**src/rtl/watchdog_reset_sequencer.sv**
```systemverilog
// Turns a watchdog trip pulse into a fixed-width core reset, ignores trips during
// a post-release holdoff window, and keeps trip diagnostics for software.
module watchdog_reset_sequencer #(
  parameter int RST_HOLD_CYCLES = 8,
  parameter int HOLDOFF_CYCLES  = 16,
  parameter int CNT_WIDTH       = 8
) (
  input  logic                 clk,
  input  logic                 rst_n,
  input  logic                 watchdog_rst,
  input  logic [31:0]          present_pc,
  input  logic                 cause_clr,
  output logic                 core_rst_n,
  output logic                 wdt_active,
  output logic [31:0]          last_trip_pc,
  output logic [CNT_WIDTH-1:0] trip_count,
  output logic                 wdt_cause
);

  localparam int MAX_CYCLES = (RST_HOLD_CYCLES > HOLDOFF_CYCLES) ? RST_HOLD_CYCLES : HOLDOFF_CYCLES;
  localparam int TW         = $clog2(MAX_CYCLES + 1);
  localparam logic [TW-1:0] HOLD_INIT = TW'(RST_HOLD_CYCLES - 1);
  localparam logic [TW-1:0] HOFF_INIT = TW'((HOLDOFF_CYCLES > 0) ? HOLDOFF_CYCLES - 1 : 0);

  typedef enum logic [1:0] {
    IDLE,
    ASSERT,
    HOLDOFF
  } state_t;

  state_t        state;
  logic [TW-1:0] timer;

  always_ff @(posedge clk) begin
    if (!rst_n) begin
      state        <= IDLE;
      timer        <= '0;
      core_rst_n   <= 1'b0;
      wdt_active   <= 1'b0;
      last_trip_pc <= '0;
      trip_count   <= '0;
      wdt_cause    <= 1'b0;
    end else begin
      // An accepted trip below re-sets the flag, so the set wins over a clear.
      if (cause_clr)
        wdt_cause <= 1'b0;

      case (state)
        IDLE: begin
          // First cycle out of system reset only releases the core.
          if (!core_rst_n) begin
            core_rst_n <= 1'b1;
          end else if (watchdog_rst) begin
            state        <= ASSERT;
            timer        <= HOLD_INIT;
            core_rst_n   <= 1'b0;
            wdt_active   <= 1'b1;
            last_trip_pc <= present_pc;
            wdt_cause    <= 1'b1;
            if (trip_count != '1)
              trip_count <= trip_count + 1'b1;
          end
        end

        ASSERT: begin
          if (timer == '0) begin
            core_rst_n <= 1'b1;
            if (HOLDOFF_CYCLES > 0) begin
              state <= HOLDOFF;
              timer <= HOFF_INIT;
            end else begin
              state      <= IDLE;
              wdt_active <= 1'b0;
            end
          end else begin
            timer <= timer - 1'b1;
          end
        end

        HOLDOFF: begin
          if (timer == '0) begin
            state      <= IDLE;
            wdt_active <= 1'b0;
          end else begin
            timer <= timer - 1'b1;
          end
        end

        default: begin
          state      <= IDLE;
          wdt_active <= 1'b0;
        end
      endcase
    end
  end

endmodule

```
**config.mk**
```make
export PLATFORM = sky130hd
export DESIGN_NAME = watchdog_reset_sequencer
export DESIGN_NICKNAME = d
export VERILOG_FILES = /design/src/rtl/watchdog_reset_sequencer.sv
export SDC_FILE = /design/constraint.sdc
export NUM_CORES = 1
export LEC_CHECK = 0
export CAP_MARGIN = 20
export CORE_AREA = 2 2 73 75
export CTS_BUF_LIST = sky130_fd_sc_hd__clkbuf_8 sky130_fd_sc_hd__clkbuf_16
export CTS_CLUSTER_DIAMETER = 100
export DETAILED_ROUTE_END_ITERATION = 10
export DIE_AREA = 0 0 75 77
export PLACE_DENSITY = 0.89
export SLEW_MARGIN = 10
export SYNTH_ARGS = -nofsm -noshare
export SYNTH_HDL_FRONTEND = slang
export SYNTH_SLANG_ARGS = --single-unit
```
**constraint.sdc**
```tcl
create_clock -name clk -period 2.1 [get_ports clk]
set_input_delay 0.315 -clock clk [delete_from_list [all_inputs] [get_ports clk]]
set_output_delay 0.315 -clock clk [all_outputs]
set_load 0.01 [all_outputs]
```
* Yosys cells after proc, flatten, opt, wreduce, memory -nomap -nowiden
Index checks and enable logic that the tools add are counted.
** Storage, ports and cells
- Bits in registers :: 50
- Logic and storage cells :: 50
** Cells by class
- Add/subtract/negate cells :: 2
- Eq/ne operators :: 8
- Muxes and demuxes :: 22
- Bitwise gates (word level) :: 1
- Reductions and logical operators :: 10
** Operators by type and width (count)
- two-way mux 5 bit :: 4
- AND reduction 4 bit :: 4
- one-hot mux 5 bit (3 select lines) :: 1
- two-way mux 1 bit :: 10
- inequality test 2 bit (second input constant) :: 5
- adder 8 x 1 -> 8 bit (second input constant) :: 1
- two-way mux 2 bit :: 4
- inequality test 8 bit (second input constant) :: 1
- one-hot mux 2 bit (3 select lines) :: 1
- logical NOT 5 bit :: 1
- subtractor 5 x 1 -> 5 bit (second input constant) :: 1
- one-hot mux 1 bit (3 select lines) :: 1
- AND reduction 3 bit :: 1
- nonzero test 3 bit :: 1
- == test 2 x 1 -> 1 bit (second input constant) :: 1
- == test 2 bit (second input constant) :: 1
- logical NOT 2 bit :: 1
- one-hot mux 1 bit (2 select lines) :: 1
- AND reduction 2 bit :: 1
- nonzero test 2 bit :: 1
- NOT 1 bit :: 1

* Logic depth before layout (Yosys ltp)
Gate-level depths: netlist (run 1).
- Depth after elaboration :: 4
- Mapped depth :: 7
- Mapped depth without buffers :: 6

* Worst setup path before layout (run 1)
No wires, ideal clock.
- Path kind :: flip-flop to flip-flop
- Start point :: register timer[0]
- End point :: register wdt_active
- Setup time :: 0.128 ns
- Arrival time :: 1.493 ns
- Required time :: 1.972 ns
- Setup slack :: 0.480 ns
- Cell stages (with the launch flop) :: 7
- Buffers on the path :: 0
- Path through :: dfxtp_1 -> inv_1 -> ha_1 -> or4b_4 -> a211oi_2 -> mux2i_1 -> nor2_1
** On the way
- Cells in the longest elaborated chain, start to end :: 3
** Ends and longest elaborated chain
- start: declaration :: RTL line 32 : logic [TW-1:0] timer;
- start signal: assignment :: RTL line 76 : timer <= timer - 1'b1;
- start signal: assignment :: RTL line 85 : timer <= timer - 1'b1;
- logical NOT 5 bit :: RTL line 66, 81
- inequality test 2 bit (no source line)
- AND reduction 4 bit (no source line)
- end signal: assignment :: RTL line 73 : wdt_active <= 1'b0;
- end signal: assignment :: RTL line 83 : wdt_active <= 1'b0;
- end signal: assignment :: RTL line 91 : wdt_active <= 1'b0;
- end: declaration :: RTL line 14 : output logic wdt_active,
Every way passes these cells.
A chain may end at the register's enable or synchronous reset.

* Worst setup path after layout (run 1)
- Start point :: register state[0]
- End point :: register timer[3]
** On the way
- Cells in the longest elaborated chain, start to end :: 3
** Ends and longest elaborated chain
- start: declaration :: RTL line 31 : state_t state;
- start signal: assignment :: RTL line 36 : state <= IDLE;
- start signal: assignment :: RTL line 54 : state <= ASSERT;
- start signal: assignment :: RTL line 69 : state <= HOLDOFF;
- == test 2 bit (tied with other cells) :: RTL line 48 : case (state)
- inequality test 2 bit (no source line) / nonzero test 3 bit (equally long branches)
- AND reduction 4 bit (no source line)
Several ways; a longest one is shown, not always the timed one.

==> flow_summary.json, run 1 <==
{
  "run_status": "finished, final reports clean",
  "cap_violations": 0,
  "finalWeightedCongestion": 0.8807,
  "synthesis.instances": 246,
  "detail_route.wl_per_cell_um": 12.71,
  "synth_seq_area_share_pct": 48.08,
  "drt_iter0_drc": 83,
  "grt_first_pass_wirelength_um": 8390,
  "finalCritPeriodShare_pct": 86.83,
  "share_seq_of_total_power_pct": 41.4,
  "cts_inserted_buffers": 5,
  "yosysUniqueCellTypes": 38,
  "synth_largest_area_cell": "sky130_fd_sc_hd__dfxtp_1",
  "report.final.setup_viol": 0,
  "clock.fmax_mhz": 548.4,
  "synth_ff_type": "sky130_fd_sc_hd__dfxtp_1",
  "comb_power_share_pct": 38.4,
  "crit_path_end_kind": "flop",
  "antenna_found_initial": 0,
  "total_leakage_power_nw": 1.120,
  "synth.yosys.warnings": 0,
  "place_worst_setup_slack_ps": 233.2,
  "fin_crit_ps": 1824,
  "detailed_placement_hpwl_um": 3645,
  "vias": 1986,
  "worst_ep_arrival_time_ps": 2040,
  "syn_avg_cell_area_um2": 8.463,
  "floorplan.die_area_um2": 5775,
  "avgViaCountPerCell": 5.003,
  "fp.coreArea_um2": 4977,
  "grt.total_usage_pct": 18.25,
  "switching_power_uw": 981.7,
  "layout.filler_cells": 449,
  "critical_register_to_register_path_startpoint": "state[0]",
  "synthToLayoutAreaGrowth_pct": 46.57,
  "crit_start": "state[0]",
  "die-width_um": 75,
  "clock_power_share_pct": 20.2,
  "synth.net_count": 289,
  "clock_latency_reported_for_the_late_side_of_the_worst_skew_pair_ps": 300,
  "timing.clock.skew_ps": 3.118,
  "cts-root-buf": "sky130_fd_sc_hd__clkbuf_8",
  "cts_sinks": 50,
  "floorplan.initialDensity_pct": 41.83,
  "drt-pass1-iter-count": 4,
  "worstHoldPathType": "reg2reg",
  "ys_seq_elements": 50,
  "largest_net_degree_at_the_start_of_global_routing": 34,
  "power.share.switching_pct": 33.77,
  "timing.hold.worst.start": "last_trip_pc[6]",
  "synth.top_cells.by_count": "sky130_fd_sc_hd__nand2_1 (73), sky130_fd_sc_hd__dfxtp_1 (50), sky130_fd_sc_hd__a21oi_1 (31)",
  "grt-ovfl-total": 0,
  "synth_edf_count": 0,
  "vdd_ir_drop_max_mv": 0.4312,
  "post-cts-setup-buffers": 0,
  "synth_area_leaders": "sky130_fd_sc_hd__dfxtp_1 (48%), sky130_fd_sc_hd__nand2_1 (13%), sky130_fd_sc_hd__a21oi_1 (7.5%)",
  "clkSlewWorstSetupHoldPaths_ps": 90,
  "htreeDepth": 2,
  "proportion_of_register_bits_with_asynchronous_set_or_reset_after_synthesis_pct": 0,
  "number_of_i_o_pins": 79,
  "dp.cells": 389,
  "power_consumption_mw": 2.907,
  "max-clock-path-buffers": 2,
  "std_cell_rows": 26,
  "final-instance-count-excl-fill": 397,
  "tritoncts_clock_tree": "built",
  "antennaDiodeCount": 0,
  "p_int_mw": 1.926,
  "cp.required_ps": 2320,
  "cts_hold_buffers": 0,
  "drt.antenna.violating_nets": 0,
  "final_nets": 369,
  "postRouteWirelength_um": 5044,
  "count_of_pins_over_their_slew_limit": 0,
  "power.density_cell_area_nw_per_um2": 952.7,
  "grt_setup_unrepaired": "false",
  "max_slew.worst_pin.slew_ps": 485.7,
  "max-slew-margin-rel_pct": 67.55,
  "cts_resized": 0,
  "grt_pass1_vias": 1922,
  "minimum_setup_slack_in_the_final_design_ps": 276.5,
  "path_class": "reg2reg",
  "setup.worst_path.start_class": "flop",
  "finalHoldViolations": 0,
  "synth_area_um2": 2082,
  "layout-drive-gt1-share_pct": 6.728,
  "synth_top_area_share_pct": 48.08,
  "setup-tns-final_ps": 0,
  "die-height_um": 77,
  "cp_max_fo": 6,
  "port_buffers": 78,
  "post-synth-top-count-cell": "sky130_fd_sc_hd__nand2_1",
  "drc_errors": 0
}
## layout by cell type, fill, tap and decap left out, types with 5 or more instances in the layout
| master | synthesis | layout |
|---|---|---|
| sky130_fd_sc_hd__clkdlybuf4s50_1 | 0 | 78 |
| sky130_fd_sc_hd__nand2_1 | 73 | 73 |
| sky130_fd_sc_hd__dfxtp_1 | 50 | 50 |
| sky130_fd_sc_hd__a21oi_1 | 31 | 31 |
| sky130_fd_sc_hd__nor2_1 | 10 | 10 |
| sky130_fd_sc_hd__a21boi_0 | 9 | 9 |
| sky130_fd_sc_hd__ha_1 | 7 | 7 |
| sky130_fd_sc_hd__buf_4 | 0 | 7 |
| sky130_fd_sc_hd__clkbuf_8 | 0 | 6 |
| sky130_fd_sc_hd__inv_1 | 4 | 5 |
| sky130_fd_sc_hd__mux2i_1 | 5 | 5 |
## final timing paths
check,end,slack [ps],cells after the start
setup / recovery,timer[3],280,6
hold / removal,last_trip_pc[6],460,2
setup reg to reg,timer[3],280,6
hold reg to reg,last_trip_pc[6],460,2
## cells by family after synthesis
family | synth area share (%)
compound gates | 18.39
xor+xnor | 2.104
fa+ha+maj | 4.207
buf+inv | 3.124
flops | 48.08
mux | 2.404
simple gates | 21.69
## metrics by stage
step	util [%]	instance area [µm²]	hold slack (ps)
final	61.31	3052	457.8
after global routing	61.31	3052	475.3
after CTS	61.31	3052	458.2
after detailed placement	59.40	2957	445.3
after global placement	59.40	2957	441.0
after floorplan	-	2082	436.7
## per-layer routing
layer | share of wire, % | wire (µm) | up-vias | global-route usage (%)
met4 | 2.1 | 107 | 0 | 7.143
met1 | 42 | 2098 | 926 | 19.74
li1 | - | - | 990 | -
met5 | 0 | 0 | - | 0
met3 | 4.6 | 234 | 13 | 3.285
met2 | 52 | 2604 | 57 | 33.68
## flip-flops by register name, indices dropped and copies added, names as in the netlist
register and cells:
timer 5, wdt_active 1, core_rst_n 1, state 2, wdt_cause 1, last_trip_pc 32, trip_count 8
## worst max-delay path: stages (launching register included)
cell	delay (ps)
sky130_fd_sc_hd__dfxtp_1	390
sky130_fd_sc_hd__inv_1	100
sky130_fd_sc_hd__ha_1	250
sky130_fd_sc_hd__a21boi_1	210
sky130_fd_sc_hd__a211oi_2	470
sky130_fd_sc_hd__nand2_1	120
sky130_fd_sc_hd__o32ai_1	210
## cell type report
class	instances	area, µm²	share of cell area [%]
Multi-Input combinational cell	179	1016	33.29
Clock inverter	2	12.51	0.4100
Sequential cell	50	1001	32.80
Inverter	5	18.77	0.6150
Tap cell	70	87.58	2.870
Clock buffer	6	82.58	2.706
Timing Repair Buffer	85	833.3	27.31
## power groups by stage
stage / clock, mW / sequential [mW] / combinational (mW)
floorplan: 0 / 1.27 / 0.604
global placement: 0 / 1.22 / 1.08
detailed placement: 0 / 1.23 / 1.12
CTS: 0.605 / 1.21 / 1.13
global route: 0.638 / 1.23 / 1.23
finish: 0.587 / 1.20 / 1.12
No activity file was read; power rests on OpenSTA's default activity.
==> inputs of run 2 (changes only) <==
- SKIP_CTS_REPAIR_TIMING: unset -> 1
- clock period: 2.1 -> 2 ns (I/O delays scaled with it)
==> flow_summary.json, run 2 (synthesis gave the netlist of run 1 again) <==
{
  "most_frequent_cells_in_the_layout": "sky130_fd_sc_hd__clkdlybuf4s50_1 (78), sky130_fd_sc_hd__nand2_1 (73), sky130_fd_sc_hd__dfxtp_1 (50)",
  "vias": 1955,
  "dp.cells": 389,
  "cap_violations": 0,
  "timing.clock.skew_ps": 5.251,
  "reg_top3": "last_trip_pc: 32 flops, trip_count: 8 flops, timer: 5 flops",
  "worstHoldPathType": "reg2reg",
  "final-instance-count-excl-fill": 397,
  "clock_latency_reported_for_the_late_side_of_the_worst_skew_pair_ps": 300,
  "finalWeightedCongestion": 0.8405,
  "r2r_slack_ps": 260,
  "timing.critical_path.buf_inv": 1,
  "count_of_pins_over_their_slew_limit": 0,
  "antenna_found_initial": 0,
  "cts_inserted_buffers": 5,
  "max-slew-margin-rel_pct": 62.12,
  "finalHoldViolations": 0,
  "top_register": "last_trip_pc",
  "drt.antenna.violating_nets": 0,
  "area_taken_by_flip_flops_and_latches_um2": 1001,
  "drt_iter0_drc": 78,
  "antennaDiodeCount": 0,
  "cts_sinks": 50,
  "setup.worst_path.start_class": "flop",
  "clock.fmax_mhz": 575.9,
  "timing.hold.worst.start": "last_trip_pc[9]",
  "drt-pass1-iter-count": 4,
  "tritoncts_clock_tree": "built",
  "drc_errors": 0,
  "multi_input_area_um2": 1027,
  "grt-ovfl-total": 0,
  "fin_crit_ps": 1736,
  "max-clock-path-buffers": 2,
  "worstHoldEndpoint": "last_trip_pc[9]",
  "port_buffers": 78,
  "final_nets": 369,
  "grt_setup_unrepaired": "false",
  "floorplan.initialDensity_pct": 41.83,
  "setup-tns-final_ps": 0,
  "run_status": "finished, final reports clean",
  "crit_path_end_kind": "flop",
  "finalCritPeriodShare_pct": 86.82,
  "timing.critical_path.max_delay_family": "simple AND/OR/NAND/NOR gates",
  "largest_net_degree_at_the_start_of_global_routing": 34,
  "die-height_um": 77,
  "layout-drive-gt1-share_pct": 7.339,
  "detail_route.wl_per_cell_um": 12.37,
  "floorplan.die_area_um2": 5775,
  "p_int_mw": 2.133,
  "detailed_placement_hpwl_um": 3528,
  "minimum_setup_slack_in_the_final_design_ps": 263.7,
  "power.share.switching_pct": 33.22,
  "path_class": "reg2reg",
  "std_cell_rows": 26,
  "dr_wl_met2_um": 2519,
  "largest_reg_flops": 32,
  "htreeDepth": 2,
  "wl_met1_um": 2024,
  "power.density_cell_area_nw_per_um2": 1035,
  "clkSlewWorstSetupHoldPaths_ps": 100,
  "worstPathCellList": "inv_1, ha_1, or4b_4, a211oi_2, mux2i_1, nor2_1",
  "grt_first_pass_wirelength_um": 8238,
  "place_worst_setup_slack_ps": 193.6,
  "utilization_pct": 61.99,
  "met3_length_um": 318,
  "cp.required_ps": 2200,
  "hold_path_stages": 2,
  "crit-reg2reg-capture": "wdt_active",
  "vdd_ir_drop_max_mv": 0.5620,
  "cp_max_fo": 5,
  "report.final.setup_viol": 0,
  "worst-r2r-cell-count": 6,
  "share_seq_of_total_power_pct": 39.6,
  "clock_power_share_pct": 23.2,
  "slowest_stage_cell_on_the_critical_path": "sky130_fd_sc_hd__or4b_4",
  "highest_layer": "met4",
  "fp.coreArea_um2": 4977,
  "grt_pass1_vias": 1866,
  "grt.total_usage_pct": 17.80,
  "synthToLayoutAreaGrowth_pct": 48.20,
  "total_leakage_power_nw": 1.125,
  "number_of_i_o_pins": 79,
  "comb_power_share_pct": 37.2,
  "avgViaCountPerCell": 4.924,
  "cts-root-buf": "sky130_fd_sc_hd__clkbuf_8",
  "layout.filler_cells": 446,
  "max_slew.worst_pin.slew_ps": 566.7,
  "slowest_delay_ps": 520,
  "die-width_um": 75,
  "critical_register_to_register_path_startpoint": "timer[0]",
  "switching_power_mw": 1.061,
  "layout.cells.most_common": "sky130_fd_sc_hd__clkdlybuf4s50_1",
  "postRouteWirelength_um": 4910,
  "worst_ep_arrival_time_ps": 1940
}
## run 2: worst max-delay path by stage
stage	startpoint	endpoint	cells after the start
after floorplan	timer[0]	wdt_active	6
after global placement	watchdog_rst	timer[3]	5
after detailed placement	watchdog_rst	timer[3]	5
after CTS	state[0]	timer[3]	6
after global routing	state[1]	trip_count[7]	6
final	timer[0]	wdt_active	6
## run 2: per-layer routing
layer | track usage, % | vias to the layer above
met5 | 0 | -
met4 | 4.643 | 0
met3 | 5.519 | 6
met2 | 30.88 | 60
met1 | 20.72 | 898
li1 | - | 991
## run 2: power groups by stage
stage	clock, mW	sequential (mW)	combinational [mW]
after floorplan	0	1.33	0.634
after global placement	0	1.28	1.14
after detailed placement	0	1.29	1.17
after CTS	0.764	1.27	1.17
after global routing	0.788	1.29	1.32
final	0.740	1.26	1.19
## run 2: final cells by class
type / count / share of cell area, %
multi-input cells: 179 / 33.29
flip-flops and latches: 50 / 32.44
repair buffers: 85 / 27.01
well taps: 70 / 2.839
clock buffers: 5 / 2.230
clock inverters: 3 / 1.582
inverters: 5 / 0.6083
## run 2: through the flow
step | hold slack [ps] | cell area (µm²) | total power, mW
3_5_place_dp | 447.5 | 2957 | 2.457
2_1_floorplan | 436.0 | 2082 | 1.967
3_3_place_gp | 441.3 | 2957 | 2.420
6_report | 458.2 | 3085 | 3.195
5_1_grt | 485.1 | 3085 | 3.402
4_1_cts | 462.2 | 3074 | 3.204
## run 2: tightest hold or removal path, stage by stage (launching register included)
cell                      delay, ps
sky130_fd_sc_hd__dfxtp_1        320
sky130_fd_sc_hd__nand2_1         50
sky130_fd_sc_hd__a21oi_1         50
